--- config.mk ---
export PLATFORM = sky130hd
export DESIGN_NAME = line_trig_ctrl
export DESIGN_NICKNAME = d
export VERILOG_FILES = /design/src/rtl/line_trig_ctrl_pkg.sv /design/src/rtl/reg_sync.sv /design/src/rtl/trig_filter.sv /design/src/rtl/line_trig_ctrl.sv
export SDC_FILE = /design/constraint.sdc
export NUM_CORES = 1
export LEC_CHECK = 0
export BUFFER_PORTS_ARGS = -buffer_cell sky130_fd_sc_hd__buf_2
export CAP_MARGIN = 40
export CORE_ASPECT_RATIO = 1.25
export CORE_MARGIN = 1
export CORE_UTILIZATION = 35
export DETAILED_ROUTE_END_ITERATION = 12
export PLACE_DENSITY = 0.55
export SLEW_MARGIN = 20
export SYNTH_ARGS = -nofsm -noshare
export SYNTH_HDL_FRONTEND = slang
export SYNTH_SLANG_ARGS = --single-unit
export TNS_END_PERCENT = 5
--- constraint.sdc ---
create_clock -name CLK -period 2.2 [get_ports CLK]
set_input_delay 0.11 -clock CLK [delete_from_list [all_inputs] [get_ports CLK]]
set_output_delay 0.11 -clock CLK [all_outputs]
set_load 0.005 [all_outputs]
--- src/rtl/line_trig_ctrl_pkg.sv ---
// Shared constants for the line trigger scheduler: FSM state encodings and default widths.
package line_trig_ctrl_pkg;

    localparam int DEF_CNT_W    = 16;
    localparam int DEF_LCNT_W   = 32;
    localparam int DEF_OCNT_W   = 16;
    localparam int DEF_FILT_LEN = 4;

    localparam logic [1:0] ST_IDLE    = 2'd0;
    localparam logic [1:0] ST_DELAY   = 2'd1;
    localparam logic [1:0] ST_EXPOSE  = 2'd2;
    localparam logic [1:0] ST_HOLDOFF = 2'd3;

endpackage

--- src/rtl/reg_sync.sv ---
// Multi-stage flop synchronizer for bringing asynchronous levels into the CLK domain.
module reg_sync #(
    parameter int               WIDTH  = 1,
    parameter logic [WIDTH-1:0] INIT   = '0,
    parameter int               STAGES = 2
) (
    input  logic             CLK,
    input  logic             RST,
    input  logic [WIDTH-1:0] d,
    output logic [WIDTH-1:0] q
);

    logic [STAGES-1:0][WIDTH-1:0] stage_reg;

    always_ff @(posedge CLK) begin
        if (RST) begin
            stage_reg <= {STAGES{INIT}};
        end else begin
            stage_reg <= {stage_reg[STAGES-2:0], d};
        end
    end

    assign q = stage_reg[STAGES-1];

endmodule

--- src/rtl/trig_filter.sv ---
// Glitch filter: the output follows the input only after the input has held a new value
// for FILT_LEN consecutive cycles.
module trig_filter #(
    parameter int   FILT_LEN = 4,
    parameter logic INIT     = 1'b1
) (
    input  logic CLK,
    input  logic RST,
    input  logic din,
    output logic dout
);

    localparam int            CW   = (FILT_LEN > 1) ? $clog2(FILT_LEN) : 1;
    localparam logic [CW-1:0] LAST = CW'(FILT_LEN - 1);

    logic [CW-1:0] run_reg;
    logic          out_reg;

    always_ff @(posedge CLK) begin
        if (RST) begin
            out_reg <= INIT;
            run_reg <= '0;
        end else if (din == out_reg) begin
            run_reg <= '0;
        end else if (run_reg == LAST) begin
            out_reg <= din;
            run_reg <= '0;
        end else begin
            run_reg <= run_reg + CW'(1);
        end
    end

    assign dout = out_reg;

endmodule

--- src/rtl/line_trig_ctrl.sv ---
// Line-scan trigger scheduler: sync/edge-detect the external trigger, merge with SW_TRIG and run
// each line through delay, exposure and holdoff. Define LINE_TRIG_FILTER_EN to add the glitch filter.
module line_trig_ctrl
    import line_trig_ctrl_pkg::*;
#(
    parameter int CNT_W    = DEF_CNT_W,
    parameter int LCNT_W   = DEF_LCNT_W,
    parameter int OCNT_W   = DEF_OCNT_W,
    parameter int FILT_LEN = DEF_FILT_LEN
) (
    input  logic              CLK,
    input  logic              RST,
    input  logic              EXT_TRIG,
    input  logic              SW_TRIG,
    input  logic              ENABLE,
    input  logic              CLR_CNT,
    input  logic [CNT_W-1:0]  DELAY_CFG,
    input  logic [CNT_W-1:0]  EXPO_CFG,
    input  logic [CNT_W-1:0]  HOLDOFF_CFG,
    output logic              LINE_START,
    output logic              LINE_ACTIVE,
    output logic              BUSY,
    output logic              OVERRUN,
    output logic [LCNT_W-1:0] LINE_CNT,
    output logic [OCNT_W-1:0] OVR_CNT
);

    if (FILT_LEN < 1) begin : g_bad_filt_len
        $error("line_trig_ctrl: FILT_LEN must be >= 1");
    end

    logic              trig_s;
    logic              trig_f;
    logic              trig_r_reg;
    logic              trig_rise;
    logic              trig_evt;
    logic              busy;
    logic [1:0]        state_reg, state_next;
    logic [CNT_W-1:0]  cnt_reg, cnt_next;
    logic [CNT_W-1:0]  expo_reg;
    logic [CNT_W-1:0]  hold_reg;
    logic              line_start_reg;
    logic              overrun_reg;
    logic [LCNT_W-1:0] line_cnt_reg;
    logic [OCNT_W-1:0] ovr_cnt_reg;

    // Synchronizer idles high so a trigger held through reset never looks like a rising edge.
    reg_sync #(
        .WIDTH  (1),
        .INIT   (1'b1),
        .STAGES (2)
    ) u_sync (
        .CLK (CLK),
        .RST (RST),
        .d   (EXT_TRIG),
        .q   (trig_s)
    );

`ifdef LINE_TRIG_FILTER_EN
    trig_filter #(
        .FILT_LEN (FILT_LEN),
        .INIT     (1'b1)
    ) u_filter (
        .CLK  (CLK),
        .RST  (RST),
        .din  (trig_s),
        .dout (trig_f)
    );
`else
    assign trig_f = trig_s;
`endif

    assign trig_rise = trig_f & ~trig_r_reg;
    assign trig_evt  = (trig_rise | SW_TRIG) & ENABLE;
    assign busy      = (state_reg != ST_IDLE);

    always_comb begin
        state_next = state_reg;
        cnt_next   = cnt_reg;
        case (state_reg)
            ST_IDLE: begin
                if (trig_evt) begin
                    state_next = ST_DELAY;
                    cnt_next   = DELAY_CFG;
                end
            end
            ST_DELAY: begin
                if (cnt_reg == '0) begin
                    state_next = ST_EXPOSE;
                    // A zero exposure still produces a one-cycle line.
                    cnt_next   = (expo_reg == '0) ? '0 : expo_reg - CNT_W'(1);
                end else begin
                    cnt_next = cnt_reg - CNT_W'(1);
                end
            end
            ST_EXPOSE: begin
                if (cnt_reg == '0) begin
                    if (hold_reg == '0) begin
                        state_next = ST_IDLE;
                    end else begin
                        state_next = ST_HOLDOFF;
                        cnt_next   = hold_reg - CNT_W'(1);
                    end
                end else begin
                    cnt_next = cnt_reg - CNT_W'(1);
                end
            end
            default: begin
                if (cnt_reg == '0) begin
                    state_next = ST_IDLE;
                end else begin
                    cnt_next = cnt_reg - CNT_W'(1);
                end
            end
        endcase
    end

    always_ff @(posedge CLK) begin
        if (RST) begin
            state_reg      <= ST_IDLE;
            cnt_reg        <= '0;
            expo_reg       <= '0;
            hold_reg       <= '0;
            trig_r_reg     <= 1'b1;
            line_start_reg <= 1'b0;
            overrun_reg    <= 1'b0;
        end else begin
            state_reg      <= state_next;
            cnt_reg        <= cnt_next;
            trig_r_reg     <= trig_f;
            line_start_reg <= (state_reg == ST_DELAY) && (cnt_reg == '0);
            overrun_reg    <= trig_evt && busy;
            if ((state_reg == ST_IDLE) && trig_evt) begin
                expo_reg <= EXPO_CFG;
                hold_reg <= HOLDOFF_CFG;
            end
        end
    end

    // A clear beats any increment landing in the same cycle.
    always_ff @(posedge CLK) begin
        if (RST || CLR_CNT) begin
            line_cnt_reg <= '0;
            ovr_cnt_reg  <= '0;
        end else begin
            if (line_start_reg) begin
                line_cnt_reg <= line_cnt_reg + LCNT_W'(1);
            end
            if (trig_evt && busy && (ovr_cnt_reg != '1)) begin
                ovr_cnt_reg <= ovr_cnt_reg + OCNT_W'(1);
            end
        end
    end

    assign LINE_START  = line_start_reg;
    assign LINE_ACTIVE = (state_reg == ST_EXPOSE);
    assign BUSY        = busy;
    assign OVERRUN     = overrun_reg;
    assign LINE_CNT    = line_cnt_reg;
    assign OVR_CNT     = ovr_cnt_reg;

endmodule

==> summary by stage, run 1 <==
Status
The flow ran to the end, and the final reports show no timing, DRC or antenna violations.

Worst setup path
The reg2reg setup slack is 0.10 ns. The number of cells on the worst reg-to-reg path is 8. Following the worst setup path forward leads to its endpoint at cnt_reg[0]$_SDFFE_PP0P_.

For the worst setup path, the data arrival time is 2.36 ns. The critical path start-end classification is reg -> reg. The highest net fanout along the worst path is 17. The startpoint type of the worst setup path is a flip-flop. The most critical setup path has its startpoint at cnt_reg[0]$_SDFFE_PP0P_.

The worst flop-to-flop path startpoint is cnt_reg[0]$_SDFFE_PP0P_. The capture point of the worst reg-to-reg path is cnt_reg[0]$_SDFFE_PP0P_. STA classifies the critical path endpoint as a flip-flop. STA puts the critical path data required time at 2.46 ns.

Routing
After the first detailed-routing iteration, the DRC count stood at 322. For this block, the routed nets add up to 16.7 mm of wire. The pre-antenna-repair detailed-routing pass consisted of 5 iterations. The count of nets left with antenna violations once routing finished came out at 0. After detailed routing, the average wire length per cell comes to 15.2 µm. The via-per-instance ratio is 5.22.

In the routed design, unresolved DRC markers number 0. The detailed-route via count is 5741.

STA
Timing would allow up to 0.477 GHz. The number of max-slew violations in the final report is 0. The time the worst path needs with I/O delays and setup is 2.10 ns. After layout, the worst setup slack is 0.104 ns. For the pin with the worst max-slew slack, the measured transition is 0.617 ns. The worst-case clock skew is 0.00795 ns.

The number of failing hold endpoints at the final stage is 0. Setup repair after global routing could not meet its margin everywhere. Adding up every negative setup slack in the final design gives 0 ns.

The worst slew margin relative to its limit is 58.8%. The share of the clock period used by the worst path after layout is 95.3%. The final count of negative-setup-slack endpoints is 0. On the final layout, the worst hold slack is 0.0925 ns.

Finish
0 antenna diodes ended up in the layout. In the layout the commonest cells are nand2_1 (108), buf_2 (105), dfxtp_1 (103). The number of filler instances in the final layout is 1569. The commonest non-fill, non-tap cell in the layout is nand2_1. The number of flip-flops under the largest register name is 32. The share of cells above drive strength 1 is 23.3%.

The area added between synthesis and finish is 31.3%. At the end of the flow, the number of nets in the layout was 944.

Placement
The final weighted congestion of routability-driven global placement is 0.942. The number of buffers inserted by port buffering is 105. The pre-CTS setup slack is 0.0171 ns. The final HPWL from detailed placement is 12.7 mm.

CTS
The total setup buffers inserted after CTS is 0. For this design, the sink count on the clock tree is 103. The clock passes through at most 2 buffers.

At the later pin of the worst-skew pair, clock insertion delay measures 0.36 ns. The CTS tree is built. The root buffer cell is clkbuf_16. CTS built an H-tree with a depth of 3. The number of buffers created by CTS is 9. After clock tree synthesis, the clock-pin slew on the worst setup and hold paths is 0.07 ns.

Floorplan
The area of the die is 16500 µm². The floorplan step set the die height to 143 µm. 106 I/O pins were placed. After floorplanning, the core was divided into 51 placement rows. For this configuration, the core starts out at a cell density of 35.8%. The placeable core region is 15600 µm². The floorplan die width is 115 µm.

Power and ir drop
The power density over the cells is 680 nW/µm². For this design the static power due to leakage is 2.99 nW. The maximum vdd ir drop is 0.000327 V.

Global route
The via count of the first global-routing pass is 5418. The number of antenna violations at the first check in global routing is 0. The wire length of the first global-routing pass is 27.1 mm. The total overflow left after global routing is 0. Global routing consumed, over all layers together, 21.1% of the routing resources. Entering global routing, the biggest net connects 57 pins.

Synth
The synthesized design contains 0 enable-type register cells. For this run, the leading register cell type out of synthesis is dfxtp_1. After synthesis the cells add up to 5600 µm². The share of flip-flops with an asynchronous set or reset after synthesis is 0%. Yosys printed 0 warnings. Yosys mapped the design onto 61 distinct sky130hd cell types. Counting every net in the synthesized netlist gives 780.

Dividing the synthesized area by the synthesized cell count gives 7.79 µm². After technology mapping, the gate count stands at 719. The fraction of the yosys area taken by sequential cells is 36.8%.

After synthesis the netlist holds a flip-flop and latch count of 103.

Worst hold path
The type of the worst min-delay path is in -> reg.

Job
Across the run, the number of max-cap violations was 0.
## what timing repair did
item | 4_1_cts | 5_1_grt
hold buffers | 32 | 0
endpoints found under the hold margin | 32 | 0
gates resized for setup | 3 | 11
setup endpoints to repair | 1 | 21
pin swaps | 0 | 3
## power by group
part,total [mW],internal (mW),switching (mW)
clock,1.70,0.978,0.720
combinational,1.27,0.575,0.697
sequential,2.03,1.94,0.0889
## critical path, cell delays in order (launching register included)
cell      delay [ns]
dfxtp_1         0.33
inv_1           0.10
ha_1            0.24
nor4b_4         0.23
and4_2          0.30
o211ai_1        0.18
nand2_4         0.25
a211oi_1        0.08
a221oi_1        0.28
## kinds of logic (layout without fill, tap and decap cells)
logic type               count (synthesis)  count (layout)  share of synthesized area (%)
AND/OR/NAND/NOR                        342             342                           31.0
AO/OA/AOI/OAI                          135             135                           14.7
flip-flops                             103             103                           36.8
XOR/XNOR                                69              69                           10.8
buffers and inverters                   59             228                           4.36
adder cells (fa/ha/maj)                  8               8                           1.77
multiplexers                             3               3                          0.536
## worst min-delay path by stage
stage          slack [ns]                              to  cells after the start    startpoint
3_3_place_gp         0.30  u_sync.stage_reg[0]$_SDFF_PP1_                      2      EXT_TRIG
3_5_place_dp         0.30  u_sync.stage_reg[0]$_SDFF_PP1_                      2      EXT_TRIG
6_report             0.09         cnt_reg[4]$_SDFFE_PP0P_                      3  DELAY_CFG[4]
4_1_cts              0.07       expo_reg[15]$_SDFFE_PP0P_                      3  EXPO_CFG[15]
2_1_floorplan        0.21  u_sync.stage_reg[0]$_SDFF_PP1_                      1      EXT_TRIG
5_1_grt              0.06       expo_reg[15]$_SDFFE_PP0P_                      3  EXPO_CFG[15]
## metal layers
metal | up-vias | global-route usage (%) | part of all wire [%]
met3 | 31 | 2.70 | 2.9
met1 | 2723 | 24.9 | 43
met5 | - | 0 | 0
met4 | 0 | 10.8 | 3.3
li1 | 2855 | - | -
met2 | 132 | 37.3 | 50
## cell type report
cell class / count / area, µm² / share of cell area (%)
clock inverter: 2 / 37.5 / 0.511
sequential: 103 / 2060 / 28.0
clock buffer: 14 / 274 / 3.73
multi-input combinational: 557 / 3350 / 45.6
timing repair buffer: 193 / 1290 / 17.6
tap: 212 / 265 / 3.61
inverter: 19 / 71.3 / 0.970
## Yosys cell counts (all sizes together) (2+ instances only)
master    n  area (µm²)
or4       4        33.8
nand4    24         150
nor4b     2        23.8
or2       5        31.3
and2      5        31.3
clkbuf   28         106
o31a      2        17.5
a211o     2        17.5
nand4b    3        26.3
o21ai    27         139
a311oi    2        23.8
buf      12        66.3
o211ai    2        15.0
and3      8        50.1
mux2i     3        30.0
xor2     39         342
dfxtp   103        2060
inv      19        71.3
nand3    20         100
a211oi   11        82.6
a221oi    4        35.0
nand3b    3        22.5
or3       8        50.1
nor3     28         155
o32ai     5        43.8
nor4     15         143
nand2   110         415
and4     13         118
o31ai     3        22.5
xnor2    30         263
ha        7        87.6
nor2b     4        25.0
a21oi    60         300
o22ai     9        56.3
nand2b    4        25.0
nor2     82         308
nor3b     4        30.0
## metrics by stage
stage	area [µm²]	utilization, %	power (mW)	cells
2_1_floorplan	5600	-	2.79	719
3_3_place_gp	6660	42.6	3.26	1052
3_5_place_dp	6660	42.6	3.27	1052
4_1_cts	7310	46.7	5.02	1100
5_1_grt	7350	47.0	5.26	1100
6_report	7350	47.0	5.00	1100
(Power assumes the default switching activity.)
==> run 2: changes to the inputs <==
- REMOVE_ABC_BUFFERS: default -> 1
==> summary by stage, run 2 (synthesized netlist as in run 1, its figures left out) <==
Floorplan
The placeable core region is 15600 µm² (unchanged). The die boundary height came to 143 µm (unchanged). The floorplan die width is 115 µm (unchanged). The number of I/O pins is 106 (unchanged). The initial core utilization came to 35.8% (unchanged). The area of the die is 16500 µm² (unchanged). The total number of placement rows was 51 (unchanged).

STA
The worst-case clock skew came to 0.00642 ns (was 0.00795 ns). The share of the clock period used by the worst path after layout was 94.7% (was 95.3%). The number of failing hold endpoints at the final stage was 0 (unchanged). The final count of negative-setup-slack endpoints is 0 (unchanged). The time the worst path needs with I/O delays and setup came to 2.08 ns (was 2.10 ns). The number of max-slew violations in the final report came to 0 (unchanged).

The slew of the pin with the lowest slew margin is 0.600 ns (was 0.617 ns). The maximum operating frequency is 0.480 GHz (was 0.477 GHz). The worst slew margin relative to its limit came to 60.0% (was 58.8%). The worst hold slack is 0.00726 ns (was 0.0925 ns). The final total negative setup slack is 0 ns (unchanged). Setup repair after global routing missed its margin: yes (unchanged).

Worst setup path
The type of element capturing the critical path is a flip-flop (unchanged). The standard cell with the maximum stage delay on the critical path was and2_2 (was dfxtp_1). The family of cells with the greatest summed delay on the critical path is simple AND/OR/NAND/NOR gates (unchanged). The buffering stage count on the worst path with inverters included is 1 (unchanged). The highest net fanout along the worst path is 11 (was 17). The arrival time of data at the critical path endpoint is 2.36 ns (about the same). The critical path start-end classification is reg -> reg (unchanged). Cell Chain, Critical Path: inv_1 > ha_1 > nor3b_1 > and4_1 > o211ai_1 > and2_2 > nor2_1 > a311oi_2 (was inv_1 > ha_1 > nor4b_4 > and4_2 > o211ai_1 > nand2_4 > a211oi_1 > a221oi_1). The data required time at the worst endpoint is 2.47 ns (was 2.46 ns). The startpoint type of the worst setup path is a flip-flop (unchanged). The largest stage delay on the critical path is 0.37 ns (was 0.33 ns).

Global route
The pin count of the biggest net entering global routing is 57 (unchanged). The overall track demand over capacity in global routing was 20.3% (was 21.1%). The via count of the first global-routing pass is 5467 (was 5418). The number of antenna violations at the first check in global routing is 1 (was 0).

The sum of overflow across all layers after global routing is 0 (unchanged). The wire length of the first global-routing pass is 26.4 mm (was 27.1 mm).

CTS
The sink count of the clock tree is 103 (unchanged). The CTS clock-pin slew for the worst setup and hold paths came to 0.07 ns (about the same). The number of buffers created by CTS was 9 (unchanged).

The root buffer cell is clkbuf_16 (unchanged). The insertion delay of the later-clocked pin in the worst-skew pair is 0.36 ns (about the same). The CTS tree is built (unchanged). The total setup buffers inserted after CTS is 0 (unchanged). The number of H-tree levels is 3 (unchanged). The maximum buffer depth of the clock tree is 2 (unchanged).

Power and ir drop
The portion of total power attributed to combinational logic is 24.3% (was 25.4%). The share of power burned in the clock network is 33.9% (was 34.0%). The power spent charging and discharging nets is 1.49 mW (was 1.51 mW). The switching share of power is 30.5% (was 30.1%).

The sequential share of power is 41.8% (was 40.6%). The cell-internal power is 3.39 mW (was 3.49 mW). The maximum vdd ir drop is 0.000322 V (was 0.000327 V).

The leakage power figure is 2.98 nW (was 2.99 nW). The power density over the cells was 664 nW/µm² (was 680 nW/µm²).

Routing
The routed wire length per instance is 14.7 µm (was 15.2 µm). The starting DRC count in detailed routing came to 346 (was 322). The detailed-router iteration count before antenna repair is 4 (was 5).

The via-per-instance ratio is 5.16 (was 5.22). The detailed-route via count is 5673 (was 5741). The routed wire length is 16.1 mm (was 16.7 mm). The number of nets still failing antenna checks after routing was 0 (unchanged). The residual DRC count is 0 (unchanged).

Finish
The share of cells above drive strength 1 was 23.2% (was 23.3%). The number of flip-flops under the largest register name is 32 (unchanged). The share of the core filled with cells came to 47.0% (about the same). The filler-free cell count of the finished design is 1100 (unchanged). The number of filler instances in the final layout is 1581 (was 1569).

The multi-input combinational cell area is 3340 µm² (was 3350 µm²). The layout net count came to 944 (unchanged). The commonest non-fill, non-tap cell in the layout was nand2_1 (unchanged). The count of antenna diodes in the layout is 0 (unchanged).

The area added between synthesis and finish is 31.2% (was 31.3%). Commonest cells after routing, fill and taps aside: nand2_1 (108), buf_2 (105), dfxtp_1 (103) (unchanged). The combined flip-flop and latch cell area came to 2060 µm² (unchanged).

Status
Result of the run: complete, no violations (unchanged).

Placement
The final weighted congestion of routability-driven global placement is 0.887 (was 0.942). The final HPWL from detailed placement is 11.9 mm (was 12.7 mm). The count of placed standard cells including taps came to 1052 (unchanged). The number of buffers inserted by port buffering is 105 (unchanged).

Worst hold path
The type of the worst min-delay path is in -> reg (unchanged).

Job
The total of max-cap violations is 0 (unchanged).
-- run 2: changes by cell type in the layout (fill, tap and decap cells not counted), moves of 2 or more --
cell      delta
and4_2       -2
nor4_2       -3
clkbuf_8     -2
nor4_1       +2
-- run 2: cell type report --
class / count / area share, %
multi-input cells: 557 / 45.5
clock inverters: 4 / 0.732
well taps: 212 / 3.61
repair buffers: 193 / 17.7
flip-flops and latches: 103 / 28.1
inverters: 19 / 0.971
clock buffers: 12 / 3.35
-- run 2: path summary, 6_finish.rpt --
path | startpoint | end | slack [ns] | cells past startpoint
setup / recovery | hold_reg[0]$_SDFFE_PP0P_ | cnt_reg[15]$_SDFFE_PP0P_ | 0.12 | 8
hold / removal | EXPO_CFG[5] | expo_reg[5]$_SDFFE_PP0P_ | 0.007 | 3
setup reg to reg | hold_reg[0]$_SDFFE_PP0P_ | cnt_reg[15]$_SDFFE_PP0P_ | 0.12 | 8
hold reg to reg | u_sync.stage_reg[0]$_SDFF_PP1_ | u_sync.q$_SDFF_PP1_ | 0.41 | 1
-- run 2: worst reg2reg max path, cell delays in order (launching register included) --
cell,delay [ns]
dfxtp_1,0.33
inv_1,0.06
ha_1,0.21
nor3b_1,0.14
and4_1,0.22
o211ai_1,0.33
and2_2,0.37
nor2_1,0.09
a311oi_2,0.24
-- run 2: stage by stage --
stage | power, mW | cell area (µm²) | worst slack, ns
final | 4.88 | 7350 | 0.118
after global routing | 5.14 | 7350 | -0.0159
after CTS | 4.92 | 7300 | 0.0398
after detailed placement | 3.20 | 6680 | -0.00634
after global placement | 3.17 | 6650 | -0.288
after floorplan | 2.75 | 5430 | -0.594
-- run 2: per-layer routing --
metal	GRT usage [%]	wire length (µm)	part of all wire [%]
met1	23.3	6810	42
met2	35.7	7970	49
met3	3.29	765	4.7
met4	10.7	578	3.6
met5	0	13	0.081
-- run 2: repair_timing --
| action | 4_1_cts | 5_1_grt |
|---|---|---|
| hold buffers | 32 | 0 |
| pin swaps | 0 | 2 |
| endpoints found under the setup margin | 2 | 23 |
| endpoints found under the hold margin | 32 | 0 |
| gates resized for setup | 2 | 11 |
| gates cloned | 0 | 0 |
-- run 2: power groups by stage --
stage	Clock (mW)	Combinational, mW	Sequential, mW
6_report	1.66	1.19	2.04
2_1_floorplan	0	0.683	2.07
4_1_cts	1.71	1.17	2.04
3_3_place_gp	0	1.10	2.07
5_1_grt	1.78	1.30	2.05
3_5_place_dp	0	1.12	2.08
==> run 3: changes to the inputs <==
- PLACE_DENSITY: 0.55 -> 0.53
- clock period: 2.2 -> 1.95 ns (I/O delays scaled with it)
==> summary by stage, run 3 (synthesized netlist as in run 1, its figures left out) <==
Finish
Commonest cells after routing, fill and taps aside: buf_4 (113), nand2_1 (108), buf_2 (105) (was nand2_1 (108), buf_2 (105), dfxtp_1 (103)). The number of flip-flops under the largest register name is 32 (unchanged). The multi-input combinational cell area came to 3620 µm² (was 3340 µm²). The area added between synthesis and finish came to 45.8% (was 31.2%). The combined flip-flop and latch cell area is 2080 µm² (was 2060 µm²). The share of cells above drive strength 1 came to 34.6% (was 23.2%). The commonest non-fill, non-tap cell in the layout is buf_4 (was nand2_1).

The layout net count is 1012 (was 944). The number of filler instances in the final layout is 1505 (was 1581). The count of antenna diodes in the layout came to 0 (unchanged).

Routing
The routed wire length per instance is 15.1 µm (was 14.7 µm). The routed wire length is 17.6 mm (was 16.1 mm). The detailed-route via count is 5973 (was 5673). The starting DRC count in detailed routing is 309 (was 346).

The residual DRC count is 0 (unchanged). The detailed-router iteration count before antenna repair is 4 (unchanged). The via-per-instance ratio came to 5.11 (was 5.16). The number of nets still failing antenna checks after routing came to 0 (unchanged).

Worst setup path
The arrival time of data at the critical path endpoint is 2.30 ns (was 2.36 ns). The data required time at the worst endpoint is 2.24 ns (was 2.47 ns). The family of cells with the greatest summed delay on the critical path was simple AND/OR/NAND/NOR gates (unchanged). The largest stage delay on the critical path is 0.53 ns (was 0.37 ns). The buffering stage count on the worst path with inverters included is 0 (was 1). The reg2reg setup slack is -0.05 ns (was 0.12 ns). The standard cell with the maximum stage delay on the critical path was or4_4 (was and2_2). The critical path start-end classification is reg -> reg (unchanged). The worst flop-to-flop path startpoint is OVR_CNT[0]$_SDFFE_PP0P_ (was hold_reg[0]$_SDFFE_PP0P_). The type of element capturing the critical path is a flip-flop (unchanged). The capture point of the worst reg-to-reg path is OVR_CNT[12]$_SDFFE_PP0P_ (was cnt_reg[15]$_SDFFE_PP0P_).

Cell Chain, Critical Path: ha_1 > and4_2 > and4_4 > or4_4 > or3_4 > a21oi_2 (was inv_1 > ha_1 > nor3b_1 > and4_1 > o211ai_1 > and2_2 > nor2_1 > a311oi_2). The cell count of the worst reg-to-reg path is 6 (was 8). The startpoint type of the worst setup path is a flip-flop (unchanged). The highest net fanout along the worst path is 7 (was 11).

STA
The number of max-slew violations in the final report is 0 (unchanged). The time the worst path needs with I/O delays and setup is 2.00 ns (was 2.08 ns). The final total negative setup slack is -0.281 ns (was 0 ns). The worst hold slack was 0.0451 ns (was 0.00726 ns). Setup repair after global routing missed its margin: yes (unchanged). The number of failing hold endpoints at the final stage was 0 (unchanged). The share of the clock period used by the worst path after layout came to 103% (was 94.7%). The maximum operating frequency is 0.500 GHz (was 0.480 GHz).

The worst slew margin relative to its limit is 59.7% (was 60.0%). The worst-case clock skew was 0.00668 ns (was 0.00642 ns). The slack of the critical path is -0.0519 ns (was 0.118 ns).

The slew of the pin with the lowest slew margin is 0.605 ns (was 0.600 ns). The final count of negative-setup-slack endpoints is 7 (was 0).

Power and ir drop
The power density over the cells is 711 nW/µm² (was 664 nW/µm²). The power consumption is 5.80 mW (was 4.88 mW). The leakage power figure was 3.38 nW (was 2.98 nW). The maximum vdd ir drop came to 0.000450 V (was 0.000322 V).

Placement
The final weighted congestion of routability-driven global placement is 0.902 (was 0.887). The number of buffers inserted by port buffering was 105 (unchanged). The final HPWL from detailed placement is 12.8 mm (was 11.9 mm).

Global route
The pin count of the biggest net entering global routing is 57 (unchanged). The overall track demand over capacity in global routing is 21.4% (was 20.3%). The via count of the first global-routing pass is 5770 (was 5467). The wire length of the first global-routing pass is 27.6 mm (was 26.4 mm).

The number of antenna violations at the first check in global routing is 0 (was 1). The sum of overflow across all layers after global routing is 0 (unchanged).

Floorplan
The initial core utilization is 35.8% (unchanged). The area of the die is 16500 µm² (unchanged). The total number of placement rows is 51 (unchanged). The die boundary height is 143 µm (unchanged). The floorplan die width is 115 µm (unchanged). The placeable core region came to 15600 µm² (unchanged). The number of I/O pins is 106 (unchanged).

Worst hold path
The worst min-delay path endpoint is cnt_reg[4]$_SDFFE_PP0P_ (was expo_reg[5]$_SDFFE_PP0P_). The cell count of the worst hold path came to 3 (unchanged). The launch point of the worst hold path is DELAY_CFG[4] (was EXPO_CFG[5]). The type of the worst min-delay path is in -> reg (unchanged).

Job
The total of max-cap violations is 0 (unchanged).

CTS
The number of H-tree levels was 3 (unchanged). The insertion delay of the later-clocked pin in the worst-skew pair is 0.36 ns (about the same). The number of buffers created by CTS is 9 (unchanged). The CTS clock-pin slew for the worst setup and hold paths was 0.08 ns (was 0.07 ns).

The sink count of the clock tree is 103 (unchanged). The root buffer cell is clkbuf_16 (unchanged). The maximum buffer depth of the clock tree was 2 (unchanged). The CTS tree is built (unchanged).

Status
Result of the run: complete, but fails checks (was complete, no violations). The final reports fail on setup timing.
## run 3: metrics by stage
stage	instance area, µm²	setup WS, ns	instances	utilization [%]
2_1_floorplan	5430	-0.844	679	-
3_3_place_gp	7060	-0.125	1106	45.1
3_5_place_dp	7080	-0.170	1107	45.3
4_1_cts	7890	-0.0404	1161	50.5
5_1_grt	8160	-0.147	1168	52.2
6_report	8160	-0.0519	1168	52.2
## run 3: worst reg2reg max path: cells and delay by family, from the launching register on
kind	cells	cell delay [ns]
AOI/OAI and AO/OA	1	0.12
adders and majority gates	1	0.20
DFF	1	0.33
and+or+nand+nor	4	1.29
## run 3: routing by layer
metal	share of wire, %	wire (µm)	track usage, %
met3	3.5	612	2.53
met2	51	8970	38.3
met1	42	7390	24.7
met4	3.5	614	11.1
met5	0	0	0
## run 3: power by group
group | leakage [nW] | switching (mW) | internal (mW)
Sequential | 0.842 | 0.0975 | 2.19
Clock | 0.136 | 0.889 | 0.881
Combinational | 2.41 | 0.897 | 0.843
Total | 3.38 | 1.88 | 3.92
## run 3: cell type report
cell class	instances	area share, %
Clock inverter	7	0.690
Timing Repair Buffer	260	22.6
Tap cell	212	3.25
Multi-Input combinational cell	558	44.4
Sequential cell	103	25.5
Clock buffer	9	2.76
Inverter	19	0.874
## run 3: how the worst max path moves through the flow
stage / endpoint / start / cells past startpoint
global route: cnt_reg[12]$_SDFFE_PP0P_ / expo_reg[10]$_SDFFE_PP0P_ / 8
global placement: OVR_CNT[8]$_SDFFE_PP0P_ / OVR_CNT[0]$_SDFFE_PP0P_ / 7
finish: OVR_CNT[12]$_SDFFE_PP0P_ / OVR_CNT[0]$_SDFFE_PP0P_ / 6
CTS: cnt_reg[15]$_SDFFE_PP0P_ / expo_reg[10]$_SDFFE_PP0P_ / 6
floorplan: cnt_reg[3]$_SDFFE_PP0P_ / state_reg[1]$_SDFFE_PP0P_ / 6
detailed placement: cnt_reg[1]$_SDFFE_PP0P_ / cnt_reg[0]$_SDFFE_PP0P_ / 8
## run 3: what timing repair did
| item | 4_1_cts | 5_1_grt |
|---|---|---|
| gates cloned | 1 | 1 |
| setup endpoints to repair | 23 | 64 |
| hold endpoints to repair | 33 | 0 |
| pin swaps | 19 | 22 |
| gates resized for setup | 40 | 57 |
| hold buffers | 33 | 0 |
| buffers inserted | 4 | 6 |
